<file path="config.mk">
export PLATFORM = sky130hd
export DESIGN_NAME = out_ctrl_rr
export DESIGN_NICKNAME = d
export VERILOG_FILES = /design/src/rtl/out_ctrl_rr.sv
export SDC_FILE = /design/constraint.sdc
export NUM_CORES = 1
export LEC_CHECK = 0
export CAP_MARGIN = 10
export CORE_MARGIN = 3
export CORE_UTILIZATION = 30
export CTS_CLUSTER_DIAMETER = 200
export CTS_CLUSTER_SIZE = 25
export DETAILED_ROUTE_END_ITERATION = 7
export GPL_ROUTABILITY_DRIVEN = 0
export GPL_TIMING_DRIVEN = 1
export PLACE_DENSITY_LB_ADDON = 0.25
export SLEW_MARGIN = 30
export SYNTH_ARGS = -nofsm -noshare
export SYNTH_HDL_FRONTEND = slang
export SYNTH_SLANG_ARGS = --single-unit
</file>
<file path="constraint.sdc">
create_clock -name clk -period 13.3 [get_ports clk]
set_clock_uncertainty 0.05 [all_clocks]
set_input_delay 1.995 -clock clk [delete_from_list [all_inputs] [get_ports clk]]
set_output_delay 1.995 -clock clk [all_outputs]
set_load 0.005 [all_outputs]
</file>
<file path="src/rtl/out_ctrl_rr.sv">
// rtl/out_ctrl_rr.sv - round-robin N-requester arbiter into a polarity-toggled two-slot ping-pong output buffer
// Optional requester stall counter enabled by defining OUT_CTRL_STATS_EN.
module out_ctrl_rr #(
  parameter int DATA_W  = 64,
  parameter int NUM_REQ = 4,
  parameter int IDX_W   = $clog2(NUM_REQ)
) (
  input  logic                      clk,
  input  logic                      rst,
  input  logic                      polarity,
  input  logic                      path_rdy,
  input  logic [NUM_REQ-1:0]        req,
  input  logic [NUM_REQ*DATA_W-1:0] din,
  output logic [NUM_REQ-1:0]        gnt,
  output logic [DATA_W-1:0]         dout,
  output logic [IDX_W-1:0]          dout_src,
  output logic                      dout_vld,
  output logic [15:0]               stall_cnt
);

  logic [DATA_W-1:0] slot_data [2];
  logic [IDX_W-1:0]  slot_src [2];
  logic [1:0]        slot_empty;
  logic [IDX_W-1:0]  rr_ptr;

  logic              wslot;
  logic              rslot;
  logic [DATA_W-1:0] din_arr [NUM_REQ];
  logic [IDX_W-1:0]  win_idx;
  logic              win_found;
  logic              grant;
  logic [IDX_W:0]    scan;

  assign wslot = ~polarity;
  assign rslot = polarity;

  always_comb begin
    for (int i = 0; i < NUM_REQ; i++) begin
      din_arr[i] = din[i*DATA_W +: DATA_W];
    end
  end

  // Scan upward from rr_ptr with wrap; the extra bit keeps the sum from aliasing before the modulo.
  always_comb begin
    win_idx   = '0;
    win_found = 1'b0;
    scan      = '0;
    for (int i = 0; i < NUM_REQ; i++) begin
      scan = {1'b0, rr_ptr} + (IDX_W+1)'(i);
      if (scan >= (IDX_W+1)'(NUM_REQ)) begin
        scan = scan - (IDX_W+1)'(NUM_REQ);
      end
      if (!win_found && req[scan[IDX_W-1:0]]) begin
        win_found = 1'b1;
        win_idx   = scan[IDX_W-1:0];
      end
    end
  end

  assign grant = ~rst & slot_empty[wslot] & win_found;

  always_comb begin
    gnt = '0;
    if (grant) begin
      gnt[win_idx] = 1'b1;
    end
  end

  assign dout_vld = path_rdy & ~slot_empty[rslot] & ~rst;
  assign dout     = dout_vld ? slot_data[rslot] : '0;
  assign dout_src = dout_vld ? slot_src[rslot] : '0;

  // Write and drain always hit opposite slots, so both updates can land in the same cycle.
  always_ff @(posedge clk) begin
    if (rst) begin
      slot_empty <= 2'b11;
      rr_ptr     <= '0;
    end else begin
      if (grant) begin
        slot_empty[wslot] <= 1'b0;
        rr_ptr            <= (win_idx == IDX_W'(NUM_REQ-1)) ? '0 : win_idx + 1'b1;
      end
      if (dout_vld) begin
        slot_empty[rslot] <= 1'b1;
      end
    end
  end

  always_ff @(posedge clk) begin
    if (grant) begin
      slot_data[wslot] <= din_arr[win_idx];
      slot_src[wslot]  <= win_idx;
    end
  end

`ifdef OUT_CTRL_STATS_EN
  logic [15:0] stall_q;

  always_ff @(posedge clk) begin
    if (rst) begin
      stall_q <= 16'h0;
    end else if (|req && !grant && stall_q != 16'hFFFF) begin
      stall_q <= stall_q + 16'd1;
    end
  end

  assign stall_cnt = stall_q;
`else
  assign stall_cnt = 16'h0;
`endif

endmodule

</file>
==> metrics list, run 1 <==
- For this run the aggregate overflow at the end of global routing stands at 0.
* # DRC: 0
* Via count of the routed design: 5,245
- TritonCTS built the clock tree.
- Final setup vio count: 0
- Cell with the most instances after synthesis: sky130_fd_sc_hd__mux2i_1
* Starting utilization of the core area: 31.1%
- VDD IR max: between 0.06 and 0.07 mV
* Number of placement rows: 55
- The number of setup buffers added after CTS is 0.
- STA puts the critical path data required time at 11.26 ns.
- Total I/O pin count: 351
- Synthesis handed over a netlist of 489 instances.
- The first global-routing pass estimated 29.5 mm of wire.
- Layout Nets: 1,077
- The largest total area in the synthesized netlist belongs to sky130_fd_sc_hd__edfxtp_1.
- For this run, the number of Yosys warnings is 0.
- HP Class: register to register
- Synthesized area per cell: 14.6 sq um
* Number of DRC markers after the initial detailed-route iteration: 168
* Critical path arrival: 4.42 ns
- Hold slack: 0.466 ns
- Hold repair after CTS inserted 0 buffers.
- Width of the die: roughly 160 microns
- The synthesized netlist contains 26 unique library cells.
- The tool flagged a number of max-cap violations equal to 0.
- Slew of the pin with the lowest slew margin: 0.931 ns
* Synth cell count leaders: 193 x sky130_fd_sc_hd__mux2i_1, 132 x sky130_fd_sc_hd__edfxtp_1, 66 x sky130_fd_sc_hd__a22o_1, 19 x sky130_fd_sc_hd__buf_2, 17 x sky130_fd_sc_hd__buf_4
- Number of global-route vias before repair: 5,266
- Routed Antenna Nets: 0
- Fin Setup TNS: 0 ns
- Summing the sequential cell areas from Yosys gives 56.5% of the chip area.
- Min cycle time layout: 6.47 ns
- Drt wl/cell: approximately 17 microns
* EDFF count, synth: 132
* Input/output buffers: 334
- Counting flops and latches in the post-synthesis netlist gives 136.
- The die is 160 microns tall.
* Max Buffers Root-to-Sink: 2
- In the routed layout, each cell is associated on average with a via count of ~4.6.
- Clock latency at the later pin of the worst-skew pair: roughly 0.4 ns
* Placed wire-length estimate: about 14 mm
- Highest clock rate: 155 MHz
* Die ar.: 0.0258 sq mm
- After clock tree synthesis, the clock-pin slew on the worst setup and hold paths is 0.05 ns.
* Fraction of final layout cells with drive strength greater than 1: 5.70%
- Top FF cell, synth: sky130_fd_sc_hd__edfxtp_1
- The critical path in this run is classified as primary input to output port.
- Relative slew slack: 38.0%
* Setup crit end kind: output port
- Synth top area share: 55.4%
- Along the worst path, the maximum fanout reaches 66.
- In this run the static leakage power is 0.00438 uW.
- After detailed routing, the total wire length is 19.5 mm.
- Combined area of all synthesized cells: 0.00716 sq mm
- The area growth from synthesis to layout is 56.9%.
- STA classifies the critical path startpoint as a primary input.
* Share of flip-flops with an asynchronous set or reset after synthesis: 0%
* Number of clock sinks: 136
- The number of clock buffers added by TritonCTS is 17.
* Number of detailed-route iterations in the first pass: 4
- The count of endpoints failing hold in the final timing report was 0.
- Core Footprint: around 0.023 sq mm
- The flow ran to the end, and the final reports show no timing, DRC or antenna violations.
- Overall power consumption after layout is estimated at 1220 uW.
- Power per cell area: 109 mW/mm^2
- Unrepaired setup endpoints after global routing: no
- Diode insertion count for antenna repair: 0
* Initial antenna violation count: 0
* H-tree depth: 4
* Quantity of gates resized following cts: 0
- Largest net degree at the start of global routing: 67
- Final Max Tran Viols: 0
* Ratio of final minimum period to clock period: 48.6%
- Yosys attributes the largest share of cell area to sky130_fd_sc_hd__edfxtp_1 55%, sky130_fd_sc_hd__mux2i_1 27%, sky130_fd_sc_hd__a22o_1 8.1%.
- Gr usage total: 14.6%
- Clock tree synthesis selected as its root buffer the cell sky130_fd_sc_hd__clkbuf_16.
-- cells by family (layout without fill, tap and decap cells) --
kind of cell	after synthesis	count (layout)	synth area share (%)
AOI/OAI and AO/OA	78	78	9.24
xor gates and xnor gates	1	1	0.122
buffers and inverters	57	378	5.47
DFF	136	136	56.5
muxes	193	193	27.0
other	1	16	0.0524
and+or+nand+nor	23	23	1.64
-- final timing paths --
path	cells after the start	slack [ns]	startpoint	to
max	6	6.83	rst	dout[62]
min	2	0.47	rr_ptr[0]$_SDFFE_PP0N_	rr_ptr[0]$_SDFFE_PP0N_
max reg2reg	6	10.56	rr_ptr[0]$_SDFFE_PP0N_	slot_data[0][22]$_DFFE_PP_
min reg2reg	2	0.47	rr_ptr[0]$_SDFFE_PP0N_	rr_ptr[0]$_SDFFE_PP0N_
-- sequential cells by signal (all words and copies together) (netlist names) --
signal	count
rr_ptr	2
slot_data	128
slot_empty	2
slot_src	4
-- metal layers --
metal  global-route usage (%)  routed length [microns]  part of all wire [%]  up-vias
met2                     27.1                    10400                    53      206
met3                     5.13                     1630                   8.4       19
li1                         -                        -                     -     2557
met4                     4.65                      281                   1.4        0
met5                        0                        0                     0        -
met1                     15.3                     7230                    37     2463
-- through the flow --
stage          utilization [%]  setup WS, ns  cell area (sq um)  instances
5_1_grt                   48.7          6.66              11200       1138
2_1_floorplan                -          4.03               7220        504
4_1_cts                   48.7          6.81              11200       1138
3_3_place_gp              46.3          6.85              10700       1107
3_5_place_dp              46.4          6.81              10700       1107
6_report                  48.7          6.83              11200       1138
-- critical path: stages --
cell and delay [ns]:
sky130_fd_sc_hd__clkdlybuf4s50_1 0.56, sky130_fd_sc_hd__nand2b_1 0.27, sky130_fd_sc_hd__nor3_2 0.11, sky130_fd_sc_hd__buf_4 0.65, sky130_fd_sc_hd__a22o_1 0.27, sky130_fd_sc_hd__clkdlybuf4s50_1 0.53
-- cells in the final DEF (no fill, tap or decap), types with 5 or more instances in the layout --
cell type / count
sky130_fd_sc_hd__a22o_1: 66
sky130_fd_sc_hd__clkbuf_16: 17
sky130_fd_sc_hd__clkinvlp_4: 5
sky130_fd_sc_hd__conb_1: 16
sky130_fd_sc_hd__mux2i_1: 193
sky130_fd_sc_hd__clkdlybuf4s50_1: 334
sky130_fd_sc_hd__nor2_1: 7
sky130_fd_sc_hd__edfxtp_1: 132
sky130_fd_sc_hd__buf_4: 10
-- power by group --
part,switching [uW],internal [uW],leakage (uW)
clock network,169,254,0.000249
logic,116,151,0.00288
registers,8.25,522,0.00125
-- layout make-up --
type | instances | area (sq um)
clock inverter | 13 | 108
multi-input combinational | 311 | 2830
sequential | 136 | 4040
tap | 313 | 392
timing repair buffer | 344 | 3420
fill | 2083 | 11800
clock buffer | 18 | 429
inverter | 3 | 11.3
Power figures use the tool's default switching activity.
==> run 2: changes to the inputs <==
==> constraint.sdc (replaced) <==
create_clock -name clk -period 6.5 [get_ports clk]
set_clock_uncertainty 0.05 [all_clocks]
set_input_delay 0.975 -clock clk [delete_from_list [all_inputs] [get_ports clk]]
set_output_delay 0.975 -clock clk [all_outputs]
set_load 0.005 [all_outputs]
==> run 2 against run 1 <==
Final cell count is the same. Global-route usage is 0.84 points higher. Die area is the same. Sequential share of layout area is 0.056 points lower. Utilization increased by 0.076 points. Final area up 0.16%. Hold slack better by 0.027 ns. Sequential cell count stayed put. Via count shrank 0.38%. Register-to-register slack got worse by 7.0 ns. Sequential power grew 110%. Non-clock buffer count fell by 1. Highest routed layer unchanged.
==> metrics list, run 2 (synthesized netlist as in run 1, its figures left out) <==
- Wires add up to 20.7 mm.
- The detailed router placed 5,225 vias in this run.
* Sequential cell area: 0.00404 sq mm
- Multi-input combinational cell area: 0.00283 sq mm
* Remaining Overflow, GRT: 0
* Fraction of final layout cells with drive strength greater than 1: 5.82%
- STA puts the critical path data required time at 5.47 ns.
- Diode insertion count for antenna repair: 0
- Most used cells in the layout excluding fill and tap cells: 334 x sky130_fd_sc_hd__clkdlybuf4s50_1, 193 x sky130_fd_sc_hd__mux2i_1, 132 x sky130_fd_sc_hd__edfxtp_1
* Share of power burned in combinational logic: around 22%
- The detail route stage leaves a number of antenna-violating nets equal to 0.
- The flow ran to the end, and the final reports show no timing, DRC or antenna violations.
- Layout Utilization: 48.8%
- The worst setup path is launched from a primary input.
* Net Sw Power: 614 uW
* Clock latency at the later pin of the worst-skew pair: 0.40 ns
- Drt wl/cell: 18.2 microns
* Total I/O pin count: roughly 350
* Worst-path clk slew: 0.06 ns
* # DRC: 0
- Sequential share of power: 43.2%
- Initial antenna violation count: 0
* Post-CTS Setup Inserts: 0
- Fill count: ~2,100
- Proportion of power drawn by the clock network: about a third
- For this design the static power due to leakage is around 0.0044 uW.
* Number of detailed-route iterations in the first pass: 4
* VDD IR max: roughly 0.14 mV
- Entering global routing, the biggest net connects 67 pins.
- Most common cell after layout, fill and taps aside: sky130_fd_sc_hd__clkdlybuf4s50_1
- HP Class: register to register
* Number of placement rows: between 50 and 60
* Number of global-route vias before repair: 5,471
* Number of DRC markers after the initial detailed-route iteration: 158
- Final setup vio count: 0
- Number of vias per cell: 4.59
- Path type of the worst setup path: primary input to output port
- Final Max Tran Viols: 0
- Quantity of gates resized following cts: 0
* H-tree depth: 4
* Root Driver: sky130_fd_sc_hd__clkbuf_16
* Number of clock sinks: 136
- Layout Nets: about 1,100
- The count of endpoints failing hold in the final timing report came to 0.
- Core Footprint: between 0.02 and 0.025 sq mm
* Power per cell area: 224 mW/mm^2
- Width of the die: 160 microns
- After layout, the worst path uses a little over 70% of the clock period.
- The internal power of the cells totals about 1900 uW.
- TritonCTS built the clock tree.
- The area growth from synthesis to layout is 57.1%.
- Setup crit end kind: output port
- For the finished layout, the period the worst path requires is 4.65 ns.
* TritonCTS buffer count: 17
- The die is approximately 160 microns tall.
- Starting utilization of the core area: 31.1%
- In the final layout, the registers with the most flip-flops are slot_data x128, slot_src x4.
- Global-route wire length before repair: 30.4 mm
- Slew of the pin with the lowest slew margin: 0.966 ns
- Maximum Capacitance Violations: 0
* Max Buffers Root-to-Sink: 2
* Input/output buffers: 334
- Highest clock rate: about 220 MHz
- Of all nets on the critical path, the largest fanout is 63.
- Fin Setup TNS: 0 ns
- In the global route stage, overall resource usage came out at 15.4%.
- Register ranked first by flip-flop count: slot_data
- The floorplan step defined a die boundary enclosing around 0.026 sq mm.
* Critical path arrival: approximately 3.6 ns
- Detailed placement finished with a half-perimeter wire length of 14.8 mm.
- Hold repair after CTS inserted 0 buffers.
* Unrepaired setup endpoints after global routing: no
- In this run the tightest slew margin relative to its limit is a little over a third.
* Max reg flops: ~130
- Switching share of total power: 24.4%
[run 2: layout make-up]
cell class                 instances  area share [%]
inverter                           3           0.100
clock inverter                    14            1.12
tap                              313            3.48
timing repair buffer             343            30.4
multi-input combinational        311            25.2
sequential                       136            36.0
clock buffer                      18            3.82
[run 2: final timing paths]
kind | start | to | slack [ns] | cells after the start
max | rst | dout[62] | 1.85 | 6
min | rr_ptr[0]$_SDFFE_PP0N_ | rr_ptr[0]$_SDFFE_PP0N_ | 0.49 | 2
max reg2reg | rr_ptr[0]$_SDFFE_PP0N_ | slot_data[0][45]$_DFFE_PP_ | 3.60 | 5
min reg2reg | rr_ptr[0]$_SDFFE_PP0N_ | rr_ptr[0]$_SDFFE_PP0N_ | 0.49 | 2
[run 2: power groups by stage]
stage	Combinational, uW	Clock, uW	Sequential [uW]
6_report	549	883	1090
5_1_grt	599	949	1090
4_1_cts	562	909	1090
3_5_place_dp	561	0	1110
3_3_place_gp	554	0	1110
2_1_floorplan	324	0	1100
[run 2: metal layers]
metal,global-route usage (%),vias up,part of all wire (%)
met5,0,-,0
met1,15.9,2450,37
met3,4.98,22,7.2
met4,5.72,0,1.8
met2,29.0,201,54
li1,-,2552,-
[run 2: stage by stage]
| step | instances | power (uW) | area [sq um] | hold slack [ns] | setup slack (ns) |
|---|---|---|---|---|---|
| floorplan | 504 | 1420 | 7230 | 0.431 | 1.01 |
| global placement | 1106 | 1660 | 10700 | 0.462 | 1.85 |
| detailed placement | 1106 | 1670 | 10700 | 0.471 | 1.83 |
| CTS | 1138 | 2560 | 11200 | 0.481 | 1.83 |
| global route | 1138 | 2640 | 11200 | 0.533 | 1.66 |
| finish | 1138 | 2520 | 11200 | 0.493 | 1.85 |
[run 2: worst max-delay path: stages]
cell and delay, ns:
sky130_fd_sc_hd__clkdlybuf4s50_1 0.60, sky130_fd_sc_hd__nand2b_1 0.30, sky130_fd_sc_hd__nor3_2 0.21, sky130_fd_sc_hd__buf_4 0.72
sky130_fd_sc_hd__a22o_1 0.26, sky130_fd_sc_hd__clkdlybuf4s50_1 0.54
